## config.mk

```make
export PLATFORM = sky130hd
export DESIGN_NAME = instr_fetch_stage
export DESIGN_NICKNAME = d
export VERILOG_FILES = /design/src/rtl/mips_pkg.sv /design/src/rtl/if_id_reg.sv /design/src/rtl/instr_fetch_stage.sv
export SDC_FILE = /design/constraint.sdc
export NUM_CORES = 1
export LEC_CHECK = 0
export ABC_AREA = 1
export ABC_CLOCK_PERIOD_IN_PS = 1700
export BUFFER_PORTS_ARGS = -buffer_cell sky130_fd_sc_hd__buf_2
export CAP_MARGIN = 0
export CORE_MARGIN = 2
export CORE_UTILIZATION = 44
export DETAILED_ROUTE_END_ITERATION = 8
export PLACE_DENSITY = 0.79
export SYNTH_ARGS = -nofsm -noshare
export SYNTH_HDL_FRONTEND = slang
export SYNTH_SLANG_ARGS = --single-unit
```

## constraint.sdc

```tcl
create_clock -name clk_i -period 1.7 [get_ports clk_i]
set_input_delay 0.255 -clock clk_i [delete_from_list [all_inputs] [get_ports clk_i]]
set_output_delay 0.255 -clock clk_i [all_outputs]
set_load 0.01 [all_outputs]
```

## src/rtl/mips_pkg.sv

```systemverilog
// Shared MIPS core definitions: word width, NOP encoding, reset PC default and the IF/ID payload.
package mips_pkg;

  localparam int unsigned WORD_W = 32;

  localparam logic [WORD_W-1:0] NOP_INSTR        = 32'h0000_0000;
  localparam logic [WORD_W-1:0] RESET_PC_DEFAULT = 32'h0000_0000;

  typedef struct packed {
    logic              valid;
    logic [WORD_W-1:0] instr;
    logic [WORD_W-1:0] pc;
    logic [WORD_W-1:0] pc_plus4;
  } ifid_t;

  typedef enum logic [0:0] {
    StFetch,
    StHalt
  } fetch_state_e;

  // Word index of the byte address must lie below the memory depth.
  function automatic logic pc_in_range(input logic [WORD_W-1:0] pc,
                                       input int unsigned       words);
    return ({2'b00, pc[WORD_W-1:2]} < words);
  endfunction

endpackage

```

## src/rtl/if_id_reg.sv

```systemverilog
// IF/ID pipeline register: flush beats load beats hold; flush keeps the pc fields.
module if_id_reg
  import mips_pkg::*;
(
  input  logic  i_clk,
  input  logic  i_rst_n,
  input  logic  i_load,
  input  logic  i_flush,
  input  ifid_t i_d,
  output ifid_t o_q
);

  ifid_t r_q;
  ifid_t w_d;

  always_comb begin
    w_d = r_q;
    if (i_flush) begin
      w_d.valid = 1'b0;
      w_d.instr = NOP_INSTR;
    end else if (i_load) begin
      w_d = i_d;
    end
  end

  always_ff @(posedge i_clk or negedge i_rst_n) begin
    if (!i_rst_n) begin
      r_q <= '0;
    end else begin
      r_q <= w_d;
    end
  end

  assign o_q = r_q;

endmodule

```

## src/rtl/instr_fetch_stage.sv

```systemverilog
// MIPS instruction-fetch stage: PC register, next-PC selection, range check, halt FSM,
// sticky error flags and fetch counter feeding the IF/ID register.
module instr_fetch_stage
  import mips_pkg::*;
#(
  parameter logic [WORD_W-1:0] RESET_PC   = RESET_PC_DEFAULT,
  parameter int unsigned       IMEM_WORDS = 32
) (
  input  logic              clk_i,
  input  logic              rst_n_i,
  input  logic              stall_i,
  input  logic              redirect_i,
  input  logic [WORD_W-1:0] redirect_pc_i,
  output logic [WORD_W-1:0] imem_addr_o,
  input  logic [WORD_W-1:0] imem_instr_i,
  output logic              ifid_valid_o,
  output logic [WORD_W-1:0] ifid_instr_o,
  output logic [WORD_W-1:0] ifid_pc_o,
  output logic [WORD_W-1:0] ifid_pc_plus4_o,
  output logic              misalign_o,
  output logic              oob_o,
  output logic [WORD_W-1:0] fetch_count_o
);

  fetch_state_e      r_state;
  fetch_state_e      w_state_d;
  logic [WORD_W-1:0] r_pc;
  logic [WORD_W-1:0] w_pc_d;
  logic              r_misalign;
  logic              r_oob;
  logic [WORD_W-1:0] r_fetch_count;

  logic              w_halted;
  logic              w_in_range;
  logic [WORD_W-1:0] w_pc_plus4;
  logic              w_load;
  logic              w_flush;
  logic              w_count_inc;
  logic              w_oob_set;
  logic              w_misalign_set;
  ifid_t             w_ifid_d;
  ifid_t             w_ifid_q;

  assign w_in_range = pc_in_range(r_pc, IMEM_WORDS);
  assign w_pc_plus4 = r_pc + 32'd4;

  // Halt FSM: state register.
  always_ff @(posedge clk_i or negedge rst_n_i) begin
    if (!rst_n_i) begin
      r_state <= StFetch;
    end else begin
      r_state <= w_state_d;
    end
  end

  // Halt FSM: next state. Stall masks the range check, so halting needs a non-stalled edge.
  always_comb begin
    w_state_d = r_state;
    unique case (r_state)
      StFetch: begin
        if (!redirect_i && !stall_i && !w_in_range) begin
          w_state_d = StHalt;
        end
      end
      StHalt: begin
        if (redirect_i) begin
          w_state_d = StFetch;
        end
      end
      default: w_state_d = StFetch;
    endcase
  end

  // Halt FSM: outputs.
  always_comb begin
    w_halted = 1'b0;
    unique case (r_state)
      StFetch: w_halted = 1'b0;
      StHalt:  w_halted = 1'b1;
      default: w_halted = 1'b0;
    endcase
  end

  // Edge priority: redirect > halt > stall > sequential.
  always_comb begin
    w_pc_d         = r_pc;
    w_load         = 1'b0;
    w_flush        = 1'b0;
    w_count_inc    = 1'b0;
    w_oob_set      = 1'b0;
    w_misalign_set = 1'b0;
    if (redirect_i) begin
      w_pc_d         = {redirect_pc_i[WORD_W-1:2], 2'b00};
      w_flush        = 1'b1;
      w_misalign_set = (redirect_pc_i[1:0] != 2'b00);
    end else if (w_halted) begin
      w_flush = 1'b1;
    end else if (stall_i) begin
      w_pc_d = r_pc;
    end else if (w_in_range) begin
      w_pc_d      = w_pc_plus4;
      w_load      = 1'b1;
      w_count_inc = 1'b1;
    end else begin
      w_flush   = 1'b1;
      w_oob_set = 1'b1;
    end
  end

  always_comb begin
    w_ifid_d.valid    = 1'b1;
    w_ifid_d.instr    = imem_instr_i;
    w_ifid_d.pc       = r_pc;
    w_ifid_d.pc_plus4 = w_pc_plus4;
  end

  always_ff @(posedge clk_i or negedge rst_n_i) begin
    if (!rst_n_i) begin
      r_pc          <= RESET_PC;
      r_misalign    <= 1'b0;
      r_oob         <= 1'b0;
      r_fetch_count <= '0;
    end else begin
      r_pc <= w_pc_d;
      if (w_misalign_set) begin
        r_misalign <= 1'b1;
      end
      if (w_oob_set) begin
        r_oob <= 1'b1;
      end
      if (w_count_inc) begin
        r_fetch_count <= r_fetch_count + 32'd1;
      end
    end
  end

  if_id_reg u_if_id_reg (
    .i_clk   (clk_i),
    .i_rst_n (rst_n_i),
    .i_load  (w_load),
    .i_flush (w_flush),
    .i_d     (w_ifid_d),
    .o_q     (w_ifid_q)
  );

  assign imem_addr_o     = r_pc;
  assign ifid_valid_o    = w_ifid_q.valid;
  assign ifid_instr_o    = w_ifid_q.instr;
  assign ifid_pc_o       = w_ifid_q.pc;
  assign ifid_pc_plus4_o = w_ifid_q.pc_plus4;
  assign misalign_o      = r_misalign;
  assign oob_o           = r_oob;
  assign fetch_count_o   = r_fetch_count;

endmodule

```

==> results.sh <==
export IMPL_status="completed"
export IMPL_antenna_found_initial=2
export IMPL_worstPathMaxFanout=28
export IMPL_drv_cap=0
export IMPL_hp_class="in -> reg"
export IMPL_reg2reg_depth=9
export IMPL_grt_max_degree=66
export IMPL_wirelength_um=18900
export IMPL_critPathLaunchType="flop"
export IMPL_reg2reg_setup_slack_ns=0.07
export IMPL_yosys_warnings=0
export IMPL_post_dp_cell_area_sq_um=8540
export IMPL_clock_path_buffers=2
export IMPL_die_y_um=133
export IMPL_fin_nets=1185
export IMPL_hold_end="u_if_id_reg.o_q[84]"
export IMPL_cts_buffers=17
export IMPL_vias=6435
export IMPL_gp_congestion=0.907
export IMPL_hold_depth=3
export IMPL_setup_violations=0
export IMPL_synth_edf_count=0
export IMPL_synth_avg_cell_area_sq_um=8.04
export IMPL_min_from="imem_instr_i[20]"
export IMPL_ys_ff_latch=158
export IMPL_r2r_end="fetch_count_o[25]"
export IMPL_cts_sinks=158
export IMPL_grt_pass1_vias=6052
export IMPL_core_area_sq_um=16500
export IMPL_p_per_area_nw_per_um2=905
export IMPL_fillers=1539
export IMPL_syn_to_final_growth_pct=25.5
export IMPL_rsz0062_at_grt="true"
export IMPL_synth_seq_area_share_pct=53.8
export IMPL_timing_fmax_mhz=612
export IMPL_slew_viol_final=0
export IMPL_postLayoutCellArea_sq_um=9220
export IMPL_startpoint="imem_addr_o[26]"
export IMPL_synth_cells=914
export IMPL_synthArstFlopShare_pct=100
export IMPL_port_buffer_count=224
export IMPL_endpoint_kind="flop"
export IMPL_wl_per_cell_um=14.0
export IMPL_required_ns=2.05
export IMPL_skew_ns=0.0113
export IMPL_finalHoldViolations=0
export IMPL_die_area_sq_um=17800
export IMPL_vias_per_cell=4.77
export IMPL_rr_startpoint="imem_addr_o[26]"
export IMPL_std_cell_rows=47
export IMPL_crit_type="reg -> reg"
export IMPL_first_pass_iters=5
export IMPL_clk_pin_slew_ns=0.07
export IMPL_grt_overflow=0
export IMPL_leakagePower_nw=5.19
export IMPL_synth_top_flop_cell="dfrtp_1"
export IMPL_ios=231
export IMPL_grt_pass1_wl_um=29900
export IMPL_cts_max_level=4
export IMPL_drive_gt1_share_pct=26.4
export IMPL_period_needed_ns=1.63
export IMPL_fin_crit_sh_pct=96.2
export IMPL_synthesis_area_sq_um=7350
export IMPL_clock_latency_ns=0.42
export IMPL_holdWs_ns=0.0283
export IMPL_yosysUniqueCellTypes=23
export IMPL_dieWidth_um=133
export IMPL_start_util_pct=44.6
export IMPL_hpwlAfterDp_um=12900
export IMPL_cts_root_buf="clkbuf_16"
export IMPL_drc=0
export IMPL_drt_antenna_violating_nets=0
export IMPL_grt_usage_pct=21.1
export IMPL_ir_drop_uv=617
export IMPL_first_iter_violations=446
export IMPL_cts_tree="built"
export IMPL_arrival_ns=1.99
-- cell usage after synthesis (2+ instances only) --
cell	instances	area [sq um]
buf_4	40	300
ha_1	2	25.0
dfrtp_1	158	3950
clkbuf_1	16	60.1
o21ai_0	14	70.1
inv_1	78	293
xnor2_1	11	96.3
nand3b_1	13	97.6
inv_2	4	15.0
buf_1	2	7.51
nand2_1	347	1300
xor2_1	8	70.1
buf_2	9	45.0
buf_6	7	78.8
nand4_1	37	231
nand3_1	44	220
nor2_1	118	443
-- registers in the layout, indices dropped and copies added (netlist names) --
name             count
u_if_id_reg.o_q     93
imem_addr_o         30
misalign_o           1
fetch_count_o       32
r_state              1
oob_o                1
-- through the flow --
step	cells	power [mW]	TNS [ns]	utilization, %	setup slack, ns
6_report	1349	8.35	0	56.0	0.0653
5_1_grt	1348	8.73	-1.37	56.0	-0.0366
4_1_cts	1345	8.46	-0.00682	55.3	-0.00682
3_5_place_dp	1312	4.79	0	51.9	0.0372
3_3_place_gp	1312	4.77	0	51.9	0.0837
2_1_floorplan	919	4.48	0	-	0.154
-- worst max path at each step --
stage	end	slack, ns	cells past startpoint
2_1_floorplan	fetch_count_o[18]	0.15	8
4_1_cts	u_if_id_reg.o_q[73]	-0.007	10
6_report	fetch_count_o[25]	0.07	9
5_1_grt	u_if_id_reg.o_q[93]	-0.04	11
3_5_place_dp	u_if_id_reg.o_q[73]	0.04	10
3_3_place_gp	fetch_count_o[30]	0.08	10
-- final cells by class --
class / count / area (sq um) / area share (%)
inverters: 83 / 312 / 3.38
repair buffers: 251 / 1480 / 16.0
flip-flops and latches: 158 / 3950 / 42.9
clock buffers: 20 / 437 / 4.73
clock inverters: 12 / 123 / 1.33
multi-input cells: 604 / 2650 / 28.7
diodes: 1 / 2.50 / 0.0271
well taps: 220 / 275 / 2.98
-- power by group --
part | internal (mW) | leakage (nW) | switching (mW)
logic | 0.273 | 2.96 | 0.434
registers | 3.89 | 1.96 | 0.113
clock network | 2.05 | 0.268 | 1.59
-- worst max-delay path, cell delays in order, from the launching register on --
cell and delay (ns):
dfrtp_1 0.40, nor2_1 0.12, nand3_1 0.15, nor2_2 0.18
nand2_2 0.10, nor2_4 0.13, buf_12 0.14, clkbuf_16 0.22
nand2_1 0.08, nand2_1 0.05
-- routing by layer --
layer	up-vias	GRT usage, %	routed length [um]
li1	3176	-	-
met5	-	0	18
met3	21	5.59	1390
met4	2	5.56	235
met1	2986	28.2	8110
met2	250	34.3	9110
-- cells in the final DEF (no fill, tap or decap), types with 2 or more instances in the layout --
cell / instances
nor2_2: 7
inv_6: 5
inv_2: 5
nor2_1: 111
ha_1: 2
buf_12: 7
clkbuf_1: 3
nor2_4: 2
inv_1: 77
buf_2: 223
clkinv_4: 2
nand3_1: 43
nand4_1: 37
conb_1: 6
clkinvlp_4: 2
buf_4: 16
xor2_1: 8
nand2_2: 4
xnor2_1: 11
nand3b_1: 13
clkbuf_16: 19
dfrtp_1: 158
o21ai_0: 13
nand2_1: 344
-- cells by family after synthesis --
kind of cell | count (synthesis) | share of synthesized area [%]
other | 1 | 0.0510
adders and majority gates | 2 | 0.340
DFF | 158 | 53.8
buffers and inverters | 157 | 10.9
and+or+nand+nor | 562 | 31.6
xor gates and xnor gates | 19 | 2.26
AOI/OAI and AO/OA | 15 | 1.06
-- what timing repair did --
item	CTS	global route
hold endpoints to repair	42	0
setup buffers	0	1
endpoints found under the setup margin	1	114
resized for setup	0	13
pin swaps	0	3
hold buffers	1	0
cloned	0	2
No activity file was read; power rests on OpenSTA's default activity.
